File: src/rtl/unidade_controle_jogo.sv
// unidade_controle_jogo: game control FSM. It sequences the datapath through
// each round (load pattern, wait for a press, verify it, blink on a hit,
// advance the step) and reports win, loss or timeout to the top level.
// Optional feature macro: JOGO_TIMEOUT_EN. When it is defined, the timeout
// input ends the game from espera_jogada. When it is undefined, the timeout
// input is ignored and perdeu_timeout is tied to 0.
module unidade_controle_jogo #(
  parameter int unsigned BLINKS = 3
) (
  input  logic       clock,
  input  logic       reset,
  input  logic       iniciar,
  input  logic       acertouJogada,
  input  logic       jogadaAtualEQUALSacertoAnterior,
  input  logic       acertoAnteriorEQUALSzero,
  input  logic       tem_jogada,
  input  logic       fimS,
  input  logic       fimLedsOn,
  input  logic       fimLedsOff,
  input  logic       fimPiscaLeds,
  input  logic       timeout,
  output logic       zeraT,
  output logic       zeraS,
  output logic       contaS,
  output logic       zeraR,
  output logic       registraR,
  output logic       zeraA,
  output logic       registraA,
  output logic       contaA,
  output logic       contaPiscadas,
  output logic       contaLedsOn,
  output logic       contaLedsOff,
  output logic       zeraL,
  output logic       registraL,
  output logic       pronto,
  output logic       ganhou,
  output logic       perdeu,
  output logic       perdeu_timeout,
  output logic [3:0] db_estado
);

  // The blink count lives in the datapath counter; zero blinks is meaningless.
  if (BLINKS == 0) begin : gBlinksInvalid
    $error("BLINKS must be nonzero");
  end

  typedef enum logic [3:0] {
    inicial       = 4'h0,
    preparacao    = 4'h1,
    carrega_led   = 4'h2,
    espera_jogada = 4'h3,
    registra      = 4'h4,
    compara       = 4'h5,
    acerto        = 4'h6,
    pisca_on      = 4'h7,
    pisca_off     = 4'h8,
    proxima       = 4'h9,
    fim_ganhou    = 4'hA,
    fim_errou     = 4'hB,
    fim_timeout   = 4'hC
  } estado_t;

  estado_t estadoAtual;
  estado_t proximoEstado;
  logic    erroJogada;

  // A wrong press, or a repeat of the last hit when a hit is stored.
  assign erroJogada = !acertouJogada ||
                      (jogadaAtualEQUALSacertoAnterior && !acertoAnteriorEQUALSzero);

  assign db_estado = estadoAtual;

  // State register. An asynchronous reset aborts to inicial from any state.
  always_ff @(posedge clock or negedge reset) begin
    if (!reset) estadoAtual <= inicial;
    else        estadoAtual <= proximoEstado;
  end

  // Next-state logic and strobes. Moore outputs, except that contaPiscadas and contaS are Mealy.
  always_comb begin
    proximoEstado  = estadoAtual;
    zeraT          = 1'b0;
    zeraS          = 1'b0;
    contaS         = 1'b0;
    zeraR          = 1'b0;
    registraR      = 1'b0;
    zeraA          = 1'b0;
    registraA      = 1'b0;
    contaA         = 1'b0;
    contaPiscadas  = 1'b0;
    contaLedsOn    = 1'b0;
    contaLedsOff   = 1'b0;
    zeraL          = 1'b0;
    registraL      = 1'b0;
    pronto         = 1'b0;
    ganhou         = 1'b0;
    perdeu         = 1'b0;
    perdeu_timeout = 1'b0;
    case (estadoAtual)
      inicial: begin
        if (iniciar) proximoEstado = preparacao;
      end
      preparacao: begin
        zeraS = 1'b1;
        zeraR = 1'b1;
        zeraA = 1'b1;
        zeraL = 1'b1;
        zeraT = 1'b1;
        proximoEstado = carrega_led;
      end
      carrega_led: begin
        registraL = 1'b1;
        zeraT     = 1'b1;
        proximoEstado = espera_jogada;
      end
      espera_jogada: begin
`ifdef JOGO_TIMEOUT_EN
        if (timeout)         proximoEstado = fim_timeout;
        else if (tem_jogada) proximoEstado = registra;
`else
        // timeout is read here but has no effect: the FSM waits either way.
        if (tem_jogada)      proximoEstado = registra;
        else if (timeout)    proximoEstado = espera_jogada;
`endif
      end
      registra: begin
        registraR = 1'b1;
        proximoEstado = compara;
      end
      compara: begin
        proximoEstado = erroJogada ? fim_errou : acerto;
      end
      acerto: begin
        contaA    = 1'b1;
        registraA = 1'b1;
        proximoEstado = pisca_on;
      end
      pisca_on: begin
        registraL   = 1'b1;
        contaLedsOn = 1'b1;
        if (fimLedsOn) proximoEstado = pisca_off;
      end
      pisca_off: begin
        zeraL         = 1'b1;
        contaLedsOff  = 1'b1;
        contaPiscadas = fimLedsOff;
        if (fimLedsOff) proximoEstado = fimPiscaLeds ? proxima : pisca_on;
      end
      proxima: begin
        contaS = !fimS;
        proximoEstado = fimS ? fim_ganhou : carrega_led;
      end
      fim_ganhou: begin
        pronto = 1'b1;
        ganhou = 1'b1;
        if (iniciar) proximoEstado = preparacao;
      end
      fim_errou: begin
        pronto = 1'b1;
        perdeu = 1'b1;
        if (iniciar) proximoEstado = preparacao;
      end
      fim_timeout: begin
        pronto = 1'b1;
`ifdef JOGO_TIMEOUT_EN
        perdeu_timeout = 1'b1;
`endif
        if (iniciar) proximoEstado = preparacao;
      end
      default: proximoEstado = inicial;
    endcase
  end

endmodule

File: config.mk
export PLATFORM = sky130hd
export DESIGN_NAME = unidade_controle_jogo
export DESIGN_NICKNAME = d
export VERILOG_FILES = /design/src/rtl/unidade_controle_jogo.sv
export SDC_FILE = /design/constraint.sdc
export NUM_CORES = 1
export LEC_CHECK = 0
export BUFFER_PORTS_ARGS = -buffer_cell sky130_fd_sc_hd__buf_2
export CAP_MARGIN = 20
export CORE_AREA = 2 2 39 41
export DETAILED_ROUTE_END_ITERATION = 8
export DIE_AREA = 0 0 41 43
export MAX_ROUTING_LAYER = met4
export PLACE_DENSITY = 0.74
export SLEW_MARGIN = 10
export SYNTH_ARGS = -nofsm -noshare
export SYNTH_HDL_FRONTEND = slang
export SYNTH_SLANG_ARGS = --single-unit
export TNS_END_PERCENT = 20
File: constraint.sdc
create_clock -name clock -period 2.6 [get_ports clock]
set_input_delay 0.39 -clock clock [delete_from_list [all_inputs] [get_ports clock]]
set_output_delay 0.39 -clock clock [all_outputs]
set_load 0.02 [all_outputs]
# [Word level (Yosys, flattened, before mapping)]
# Index checks and enable logic that the tools add are counted.
[word_totals] register_bits=4 inputBits=12 output_inout_bits=21 elab_cells=51
[op_classes] n_eq_ne=16 n_mux=22 n_reduce_logical=12
[op_table] cell="$pmux 4 s10" count=1
[op_table] cell="$mux 4" count=8
[op_table] cell="$eq 4x4->1 const B" count=5
[op_table] cell="$eq 4x3->1 const B" count=4
[op_table] cell="$mux 1" count=13
[op_table] cell="$eq 4x2->1 const B" count=2
[op_table] cell="$reduce_or 2->1" count=3
[op_table] cell="$eq 4x1->1 const B" count=1
[op_table] cell="$logic_not 4->1" count=1
[op_table] cell="$ne 2x2->1 const B" count=2
[op_table] cell="$reduce_and 4->1" count=1
[op_table] cell="$reduce_or 4->1" count=1
[op_table] cell="$logic_not 1->1" count=3
[op_table] cell="$ne 3x3->1 const B" count=1
[op_table] cell="$reduce_or 3->1" count=1
[op_table] cell="$ne 2x1->1 const B" count=1
[op_table] cell="$logic_and 1x1->1" count=1
[op_table] cell="$logic_or 1x1->1" count=1

# [Longest topological paths before layout]
# Gate-level depths: netlist of run 1.
[depth] depth_word=5 ltp_mapped=6 depth_no_buf=5

# [Worst setup path before layout of run 1]
# Ideal clock, no wire load.
[synth_timing] path_type="reg-to-output" start="register estadoAtual[2] (netlist: db_estado[2])" end="output port zeraL" arrival_ns=1.655 path_slack_ns=0.555 path_stages_with_launch=4 path_buffers=1 path_cell_list="dfrtp_1 -> buf_2 -> nor3_1 -> nand2b_1"
[synth_between] elab_chain_cells=3 word_cells_on_any_way=4 cone_classes="eq/ne: 2; mux: 1; reduce/logical: 1"
[synth_lines] element="start, declared" line_no="63" text="estado_t estadoAtual;"
[synth_lines] element="start signal, assigned" line_no="75" text="if (!reset) estadoAtual <= inicial;"
[synth_lines] element="start signal, assigned" line_no="76" text="else estadoAtual <= proximoEstado;"
[synth_lines] element="$eq 4x4->1 or $eq 4x1->1 (tied branches)" line_no="99" text="case (estadoAtual)"
[synth_lines] element="$reduce_or 2->1 (no line) (*)"
[synth_lines] element="$mux 1 (*)" line_no="99"
[synth_lines] element="end, declared" line_no="33" text="output logic zeraL,"
# Every way passes the cells marked *; elsewhere a longest branch is shown, timed or not.

# [Final worst setup path of run 1]
[layout_timing] start="register estadoAtual[0] (netlist: db_estado[0])" end="output port zeraL"
# The elaborated chain is that of the path after synthesis.

==> results of run 1 <==
==> path summary, 6_finish.rpt <==
check                           slack, ns                  endpoint                      from
worst max-delay path                 0.56                     zeraL  db_estado[0]$_DFFE_PN0P_
worst min-delay path                 0.49  db_estado[2]$_DFFE_PN0P_                     reset
worst max register to register       0.79  db_estado[0]$_DFFE_PN0P_  db_estado[2]$_DFFE_PN0P_
worst min register to register       0.76  db_estado[1]$_DFFE_PN0P_  db_estado[1]$_DFFE_PN0P_
max in group asynchronous            1.99  db_estado[0]$_DFFE_PN0P_                     reset
min in group clock                   0.61  db_estado[0]$_DFFE_PN0P_                tem_jogada
==> worst register-to-register path, stage by stage, from the launching register on <==
cell,delay [ns]
sky130_fd_sc_hd__dfrtp_1,0.65
sky130_fd_sc_hd__nand2b_1,0.29
sky130_fd_sc_hd__a31oi_2,0.25
sky130_fd_sc_hd__o221ai_2,0.20
sky130_fd_sc_hd__o21ai_1,0.17
sky130_fd_sc_hd__o21ai_0,0.11
==> where the power goes <==
group / switching [W] / internal [W] / total (W)
Sequential: 0.000115 / 0.0000917 / 0.000207
Combinational: 0.000357 / 0.000243 / 0.000600
Clock: 0.0000218 / 0.0000514 / 0.0000732
==> per-stage QoR <==
stage | hold WS, ns | total power, W | setup slack [ns] | area (um2) | cells
floorplan | 0.0944 | 0.000664 | 0.555 | 515 | 72
global placement | 0.199 | 0.000789 | 0.850 | 642 | 111
detailed placement | 0.199 | 0.000802 | 0.797 | 642 | 111
CTS | 0.488 | 0.000882 | 0.548 | 674 | 115
global route | 0.511 | 0.000962 | 0.330 | 674 | 115
finish | 0.493 | 0.000880 | 0.561 | 674 | 115
==> cell usage after synthesis (3+ instances only) <==
master | number | area, um2
sky130_fd_sc_hd__nand2b_1 | 7 | 43.8
sky130_fd_sc_hd__a21oi_1 | 3 | 15.0
sky130_fd_sc_hd__buf_2 | 3 | 15.0
sky130_fd_sc_hd__dfrtp_1 | 4 | 100
sky130_fd_sc_hd__inv_1 | 3 | 11.3
sky130_fd_sc_hd__buf_4 | 4 | 30.0
sky130_fd_sc_hd__nor2_1 | 9 | 33.8
sky130_fd_sc_hd__o21ai_0 | 3 | 15.0
sky130_fd_sc_hd__nor3_1 | 5 | 25.0
sky130_fd_sc_hd__nand2_1 | 4 | 15.0
sky130_fd_sc_hd__o21ai_1 | 3 | 15.0
==> logic make-up after synthesis <==
family	after synthesis	share of synthesized area, %
AO/OA/AOI/OAI	21	29.9
XOR/XNOR	1	1.70
buffers and inverters	11	11.6
flip-flops	4	19.4
multiplexers	1	1.94
other	1	0.727
AND/OR/NAND/NOR	33	34.7
==> final cells by class <==
class	count	area, um2
clock buffers	3	22.5
fillers	147	709
inverters	3	11.3
multi-input cells	57	355
flip-flops and latches	4	100
well taps	16	20.0
repair buffers	32	165
==> per-layer routing <==
metal / GRT usage [%] / vias up
met4: 4.00 / 0
li1: - / 306
met3: 4.71 / 0
met2: 24.4 / 26
met5: - / -
met1: 21.6 / 280
==> repair_timing <==
item / 4_1_cts / 5_1_grt
gates resized for setup: 0 / 0
hold endpoints to repair: 4 / 0
hold buffers: 1 / 0
==> flow_metrics.py, run 1 <==
metrics = {
    "setup_path": {
        "worst-endpoint-arrival_ns": 1.65,
        "critical-path-max-stage-delay_ns": 0.63,
        "cp.required_ns": 2.21,
        "cp_slowest_cell": "sky130_fd_sc_hd__dfrtp_1",
        "critPathBufInv": 1,
        "worst_path_most_repeated_cell": "sky130_fd_sc_hd__nand2b_1",
        "timing.critical_path.max_delay_family": "flip-flops",
        "critPathLaunchType": "flop",
        "cp.depth": 4,
        "timing.critical_path.fanout_max": 16,
        "r2r_cells": 5,
        "critical_path.cell_chain": "nand2b_1 > nor3_1 > nand2b_1 > buf_2",
        "criticalPathCategory": "flop to output pin",
        "endpoint_kind": "output pin",
    },
    "power_and_ir_drop": {
        "power_per_cell_area_mw_per_mm2": 1300,
        "ir_worst_vdd_uv": 730,
        "leakage_nw": 0.356,
    },
    "route": {
        "wl_met2_um": 654,
        "met1Wirelength_um": 558,
        "antenna_left": 0,
        "dr.pass1.iters": 4,
        "highest_layer": "met3",
        "via_count": 612,
        "viasPerCell": 5.32,
        "postRouteWirelength_um": 1320,
        "drt_first_iter_violations": 11,
        "route.met3.wl_um": 106,
        "remaining_drc_errors": 0,
        "drt-wirelength-per-cell_um": 11.5,
    },
    "yosys": {
        "yosysSeqAreaShare_pct": 19.4,
        "mapped_cell_area_um2": 515,
        "synth_cell_type_count": 33,
        "total_nets_after_synthesis": 84,
        "netlist_instances": 72,
        "synthArstFlopShare_pct": 100,
        "synth_warnings": 0,
        "ys_ff_latch": 4,
        "synth.avg_cell_area_um2": 7.16,
        "synth_enable_flop_cells": 0,
        "synth_ff_type": "sky130_fd_sc_hd__dfrtp_1",
    },
    "job": {
        "maxCapViolCount": 0,
    },
    "clock_network": {
        "post_cts.repair.setup_buffers": 0,
        "clkLatencyLatePin_ns": 0.23,
        "root_buffer": "sky130_fd_sc_hd__clkbuf_4",
        "cts.reportedPaths.clkPinSlew_ns": 0.03,
        "cts_tree": "yes",
        "number_of_buffers_created_by_cts": 3,
        "cts_sinks": 4,
        "cts-root-to-sink-buffers": 2,
        "cts.htree.levels": 1,
    },
    "layout": {
        "antenna_cells": 0,
        "final_cell_mix": "sky130_fd_sc_hd__buf_2, sky130_fd_sc_hd__nor2_1, sky130_fd_sc_hd__nand2b_1",
        "largest_register_ffs": 4,
        "num-nets-final": 113,
        "postLayoutCoreUtil_pct": 48.7,
        "area.growth.synth_to_final_pct": 30.8,
        "commonest_non_fill_non_tap_cell_in_the_layout": "sky130_fd_sc_hd__buf_2",
        "drive_gt1_share_pct": 39.4,
    },
    "sta": {
        "worstMarginPinSlew_ns": 0.510,
        "finalWorstPathRequiredPeriod_ns": 2.04,
        "slew_violations": 0,
        "finClkSkew_ns": 0.000789,
        "setup_violators_final": 0,
        "fin_setup_tns_ns": 0,
        "maxClockFrequency_mhz": 491,
        "worst_slew_margin_rel_pct": 66.0,
        "final-hold-violation-count": 0,
        "grt_setup_unrepaired": "no",
        "timing.final.crit_share_pct": 78.4,
    },
    "global_routing": {
        "initial_antenna_violation_count": 0,
        "global_route.usage.total_pct": 16.5,
        "globalRouteOverflowTotal": 0,
        "first_global_vias": 454,
        "first_pass_grt_wire_length_um": 1980,
        "grt_max_degree": 19,
    },
    "status": {
        "outcome": "completed",
    },
    "placed_design": {
        "globalplace.congestion": 0.792,
        "buffers_added_on_ports": 31,
        "dp.final_hpwl_um": 1020,
    },
    "floorplan": {
        "pin_count": 33,
        "floorplan.rows": 14,
        "floorplan.initialDensity_pct": 37.3,
        "chipWidth_um": 41,
        "floorplan.die_area_mm2": 0.00176,
        "core_mm2": 0.00138,
        "chipHeight_um": 43,
    },
    "hold_path": {
        "hold_path_class": "primary input to async pin",
    },
}
Power figures use the tool's default switching activity.
==> inputs of run 2 (changes only) <==
--- a/config.mk
+++ b/config.mk
@@ -7,11 +7,11 @@
 export LEC_CHECK = 0
 export BUFFER_PORTS_ARGS = -buffer_cell sky130_fd_sc_hd__buf_2
 export CAP_MARGIN = 20
-export CORE_AREA = 2 2 39 41
+export CORE_MARGIN = 2
+export CORE_UTILIZATION = 36
 export DETAILED_ROUTE_END_ITERATION = 8
-export DIE_AREA = 0 0 41 43
 export MAX_ROUTING_LAYER = met4
-export PLACE_DENSITY = 0.74
+export PLACE_DENSITY = 0.72
 export SLEW_MARGIN = 10
 export SYNTH_ARGS = -nofsm -noshare
 export SYNTH_HDL_FRONTEND = slang
==> constraint.sdc (replaced) <==
create_clock -name clock -period 1.8 [get_ports clock]
set_input_delay 0.27 -clock clock [delete_from_list [all_inputs] [get_ports clock]]
set_output_delay 0.27 -clock clock [all_outputs]
set_load 0.02 [all_outputs]
==> run 2 against run 1 <==
Sequential power is 5% higher; first-iteration DRC count is 27% lower; core utilization is 5.8 points higher; hold slack worse by 0.12 ns; clock skew hardly changed; register-to-register slack worse by 0.54 ns; largest cell class unchanged; largest power group unchanged; highest routed layer unchanged.
==> flow_metrics.py, run 2 (same netlist as run 1, synthesis figures left out) <==
metrics = {
    "status": {
        "outcome": "completed",
    },
    "route": {
        "remaining_drc_errors": 0,
        "drt_first_iter_violations": 8,
        "dr.pass1.iters": 4,
        "antenna_left": 0,
        "via_count": 602,
        "viasPerCell": 5.06,
        "postRouteWirelength_um": 1350,
        "drt-wirelength-per-cell_um": 11.3,
    },
    "setup_path": {
        "endpoint_kind": "output pin",
        "timing.rr.start": "db_estado[1]$_DFFE_PN0P_",
        "critPathLaunchType": "flop",
        "critPathBufInv": 2,
        "worst_path_most_repeated_cell": "sky130_fd_sc_hd__nand2b_1",
        "timing.critical_path.max_delay_family": "simple AND/OR/NAND/NOR gates",
        "r2r_slack_ns": 0.25,
        "criticalPathCategory": "flop to output pin",
        "r2r_cells": 5,
        "timing.critical_path.fanout_max": 15,
        "critical-path-max-stage-delay_ns": 0.34,
        "reg2reg_to": "db_estado[2]$_DFFE_PN0P_",
        "cp.required_ns": 1.53,
        "cp_slowest_cell": "sky130_fd_sc_hd__dfrtp_1",
        "worst-endpoint-arrival_ns": 1.40,
        "critical_path.cell_chain": "buf_4 > nand2b_1 > nor3_2 > nand2b_1 > buf_2",
    },
    "floorplan": {
        "pin_count": 33,
        "core_mm2": 0.00132,
        "floorplan.rows": 13,
        "chipWidth_um": 41.8,
        "chipHeight_um": 41.8,
        "floorplan.initialDensity_pct": 39.1,
        "floorplan.die_area_mm2": 0.00175,
    },
    "sta": {
        "fin_setup_tns_ns": 0,
        "finalWorstPathRequiredPeriod_ns": 1.67,
        "slew_violations": 0,
        "grt_setup_unrepaired": "no",
        "finClkSkew_ns": 0.000687,
        "setup_violators_final": 0,
        "maxClockFrequency_mhz": 599,
        "timing.final.crit_share_pct": 92.8,
        "final-hold-violation-count": 0,
    },
    "placed_design": {
        "globalplace.congestion": 0.813,
        "dp.final_hpwl_um": 1070,
        "buffers_added_on_ports": 31,
    },
    "layout": {
        "largest_register_ffs": 4,
        "drive_gt1_share_pct": 45.2,
        "num-nets-final": 118,
        "commonest_non_fill_non_tap_cell_in_the_layout": "sky130_fd_sc_hd__buf_2",
        "final_cell_mix": "sky130_fd_sc_hd__buf_2, sky130_fd_sc_hd__nor2_1, sky130_fd_sc_hd__nand2b_1",
        "postLayoutCoreUtil_pct": 54.5,
        "final.fill_count": 131,
        "area.growth.synth_to_final_pct": 39.3,
        "antenna_cells": 0,
    },
    "power_and_ir_drop": {
        "leakage_nw": 0.380,
        "ir_worst_vdd_uv": 697,
        "power_per_cell_area_mw_per_mm2": 1880,
    },
    "clock_network": {
        "clkLatencyLatePin_ns": 0.23,
        "cts-root-to-sink-buffers": 2,
        "post_cts.repair.setup_buffers": 0,
        "cts.reportedPaths.clkPinSlew_ns": 0.04,
        "cts.htree.levels": 1,
        "cts_sinks": 4,
        "number_of_buffers_created_by_cts": 3,
        "root_buffer": "sky130_fd_sc_hd__clkbuf_4",
        "cts_tree": "yes",
    },
    "global_routing": {
        "global_route.usage.total_pct": 17.0,
        "globalRouteOverflowTotal": 0,
        "first_global_vias": 549,
        "initial_antenna_violation_count": 0,
        "grt_max_degree": 16,
        "first_pass_grt_wire_length_um": 2270,
    },
    "job": {
        "maxCapViolCount": 0,
    },
    "hold_path": {
        "hold_path_class": "primary input to async pin",
    },
}
-- run 2: how the worst max path moves through the flow --
| stage | startpoint | end | cells past startpoint |
|---|---|---|---|
| final | db_estado[0]$_DFFE_PN0P_ | zeraL | 5 |
| after global routing | db_estado[0]$_DFFE_PN0P_ | zeraL | 5 |
| after CTS | db_estado[2]$_DFFE_PN0P_ | pronto | 5 |
| after detailed placement | db_estado[2]$_DFFE_PN0P_ | db_estado[3]$_DFFE_PN0P_ | 4 |
| after global placement | db_estado[2]$_DFFE_PN0P_ | db_estado[3]$_DFFE_PN0P_ | 4 |
| after floorplan | db_estado[0]$_DFFE_PN0P_ | zeraT | 3 |
-- run 2: worst reg2reg max path, cell delays in order (launching register included) --
cell                       delay (ns)
sky130_fd_sc_hd__dfrtp_1         0.44
sky130_fd_sc_hd__nor2_1          0.28
sky130_fd_sc_hd__nand2_1         0.15
sky130_fd_sc_hd__o221ai_2        0.34
sky130_fd_sc_hd__o21ba_1         0.18
sky130_fd_sc_hd__a21oi_2         0.03
-- run 2: where the power goes --
group / internal (W) / switching (W)
logic: 0.000417 / 0.000604
registers: 0.000138 / 0.0000789
clock network: 0.0000745 / 0.0000349
-- run 2: through the flow --
| step | total power [W] | area [um2] | setup WS (ns) | hold slack (ns) | instances |
|---|---|---|---|---|---|
| finish | 0.00135 | 718 | 0.130 | 0.374 | 119 |
| global route | 0.00147 | 718 | 0.00498 | 0.390 | 119 |
| CTS | 0.00136 | 716 | 0.0506 | 0.366 | 119 |
| detailed placement | 0.00124 | 683 | 0.239 | 0.0783 | 115 |
| global placement | 0.00123 | 683 | 0.233 | 0.0754 | 115 |
| floorplan | 0.000966 | 520 | 0.0702 | -0.0256 | 72 |
-- run 2: what timing repair did --
action                                 CTS  global route
resized for setup                        0             2
endpoints found under the hold margin    4             0
setup endpoints to repair                0             3
hold buffers                             1             0
-- run 2: area by class of cell --
type                            count  area, um2  area share, %
Multi-Input combinational cell     57        360           50.2
Clock buffer                        3       22.5           3.14
Tap cell                           15       18.8           2.61
Sequential cell                     4        103           14.3
Inverter                            3       11.3           1.57
Timing Repair Buffer               37        203           28.2
-- run 2: per-layer routing --
| metal | global-route usage, % | wire length [um] | up-vias |
|---|---|---|---|
| li1 | - | - | 313 |
| met2 | 28.1 | 634 | 26 |
| met1 | 18.4 | 610 | 263 |
| met4 | 7.74 | 0 | 0 |
| met3 | 5.22 | 103 | 0 |
| met5 | - | 0 | - |
==> inputs of run 3 (changes only) <==
==> constraint.sdc (replaced) <==
create_clock -name clock -period 1.8 [get_ports clock]
set_input_delay 0.36 -clock clock [delete_from_list [all_inputs] [get_ports clock]]
set_output_delay 0.36 -clock clock [all_outputs]
set_load 0.02 [all_outputs]
==> run 3 against run 2 <==
Non-clock buffer count is 4 higher; sequential power is 17% higher; via count is 8.1% higher; setup slack worse by 0.085 ns; cell count is 3.4% higher; critical path depth stayed put; first-iteration DRC count is 50% higher; clock-buffer cell count stayed put.
==> flow_metrics.py, run 3 (same netlist as run 1, synthesis figures left out) <==
metrics = {
    "status": {
        "outcome": "completed",
    },
    "setup_path": {
        "worst-endpoint-arrival_ns": 1.40,
        "cp_slowest_cell": "sky130_fd_sc_hd__dfrtp_2",
        "cp.required_ns": 1.44,
        "critical_path.cell_chain": "buf_4 > nor3b_1 > nor2_1 > nor2_1 > buf_4",
        "reg2reg_to": "db_estado[2]$_DFFE_PN0P_",
        "timing.critical_path.fanout_max": 15,
        "timing.critical_path.max_delay_family": "flip-flops",
        "r2r_slack_ns": 0.24,
        "endpoint_kind": "output pin",
        "critPathLaunchType": "flop",
        "critical-path-max-stage-delay_ns": 0.50,
        "timing.rr.start": "db_estado[3]$_DFFE_PN0P_",
        "cp.depth": 5,
        "criticalPathCategory": "flop to output pin",
        "r2r_cells": 5,
        "critPathBufInv": 2,
    },
    "route": {
        "via_count": 651,
        "viasPerCell": 5.29,
        "remaining_drc_errors": 0,
        "dr.pass1.iters": 4,
        "postRouteWirelength_um": 1460,
        "antenna_left": 0,
        "drt_first_iter_violations": 12,
        "drt-wirelength-per-cell_um": 11.8,
    },
    "clock_network": {
        "cts_tree": "yes",
        "root_buffer": "sky130_fd_sc_hd__clkbuf_4",
        "cts_sinks": 4,
        "number_of_buffers_created_by_cts": 3,
        "cts.htree.levels": 1,
        "cts-root-to-sink-buffers": 2,
        "cts.reportedPaths.clkPinSlew_ns": 0.04,
        "clkLatencyLatePin_ns": 0.23,
    },
    "job": {
        "maxCapViolCount": 0,
    },
    "placed_design": {
        "buffers_added_on_ports": 31,
        "globalplace.congestion": 0.840,
        "dp.final_hpwl_um": 1060,
    },
    "layout": {
        "largest_register_ffs": 4,
        "postLayoutCoreUtil_pct": 58.2,
        "num-nets-final": 122,
        "final_cell_mix": "sky130_fd_sc_hd__buf_2, sky130_fd_sc_hd__buf_4, sky130_fd_sc_hd__nor2_1",
        "final.fill_count": 116,
        "antenna_cells": 0,
        "drive_gt1_share_pct": 50.9,
        "area.growth.synth_to_final_pct": 48.8,
        "commonest_non_fill_non_tap_cell_in_the_layout": "sky130_fd_sc_hd__buf_2",
    },
    "floorplan": {
        "chipHeight_um": 41.8,
        "floorplan.die_area_mm2": 0.00175,
        "chipWidth_um": 41.8,
        "floorplan.initialDensity_pct": 39.1,
        "floorplan.rows": 13,
        "pin_count": 33,
        "core_mm2": 0.00132,
    },
    "sta": {
        "setup_violators_final": 0,
        "slew_violations": 0,
        "finClkSkew_ns": 0.00281,
        "maxClockFrequency_mhz": 570,
        "finalWorstPathRequiredPeriod_ns": 1.76,
        "timing.final.crit_share_pct": 97.5,
        "grt_setup_unrepaired": "yes",
        "final-hold-violation-count": 0,
    },
    "global_routing": {
        "global_route.usage.total_pct": 16.1,
        "first_global_vias": 513,
        "initial_antenna_violation_count": 0,
        "first_pass_grt_wire_length_um": 2180,
        "globalRouteOverflowTotal": 0,
        "grt_max_degree": 16,
    },
    "power_and_ir_drop": {
        "leakage_nw": 0.408,
        "power_w": 0.00147,
        "power_per_cell_area_mw_per_mm2": 1920,
        "ir_worst_vdd_uv": 1020,
    },
    "hold_path": {
        "hold_path_class": "primary input to async pin",
    },
}
-- run 3: cell type report --
class | instances | area, um2 | area share, %
Inverter | 3 | 11.3 | 1.47
Timing Repair Buffer | 41 | 233 | 30.3
Tap cell | 15 | 18.8 | 2.45
Clock buffer | 3 | 22.5 | 2.94
Sequential cell | 4 | 104 | 13.5
Multi-Input combinational cell | 57 | 378 | 49.3
-- run 3: worst max path at each step --
stage / startpoint / end / slack (ns)
2_1_floorplan: db_estado[0]$_DFFE_PN0P_ / zeraT / -0.02
3_3_place_gp: db_estado[1]$_DFFE_PN0P_ / db_estado[2]$_DFFE_PN0P_ / 0.18
3_5_place_dp: db_estado[2]$_DFFE_PN0P_ / db_estado[0]$_DFFE_PN0P_ / 0.14
4_1_cts: db_estado[1]$_DFFE_PN0P_ / zeraL / 0.01
5_1_grt: db_estado[2]$_DFFE_PN0P_ / pronto / -0.02
6_report: db_estado[2]$_DFFE_PN0P_ / pronto / 0.04
-- run 3: repair_timing --
item | in CTS | in global routing
buffers inserted | 0 | 4
hold buffers | 1 | 0
endpoints found under the setup margin | 4 | 10
gates resized for setup | 2 | 5
endpoints found under the hold margin | 4 | 0
pin swaps | 0 | 1
-- run 3: report_power, final --
part | total (W) | switching (W) | internal, W
clock | 0.000110 | 0.0000351 | 0.0000745
sequential | 0.000254 | 0.000113 | 0.000141
combinational | 0.00111 | 0.000617 | 0.000493
total | 0.00147 | 0.000765 | 0.000709
-- run 3: per-stage QoR --
stage	cell area [um2]	hold slack, ns	setup WS (ns)	cells	TNS [ns]
3_5_place_dp	683	0.167	0.136	115	0
5_1_grt	767	0.456	-0.0203	123	-0.0294
3_3_place_gp	683	0.166	0.182	115	0
6_report	767	0.457	0.0446	123	0
2_1_floorplan	520	0.0644	-0.0198	72	-0.0198
4_1_cts	718	0.452	0.0120	119	0
-- run 3: metal layers --
| layer | track usage, % | routed length (um) | vias up |
|---|---|---|---|
| li1 | - | - | 322 |
| met1 | 20.2 | 615 | 300 |
| met2 | 23.8 | 708 | 27 |
| met3 | 5.22 | 119 | 2 |
| met4 | 6.45 | 14 | 0 |
| met5 | - | 0 | - |
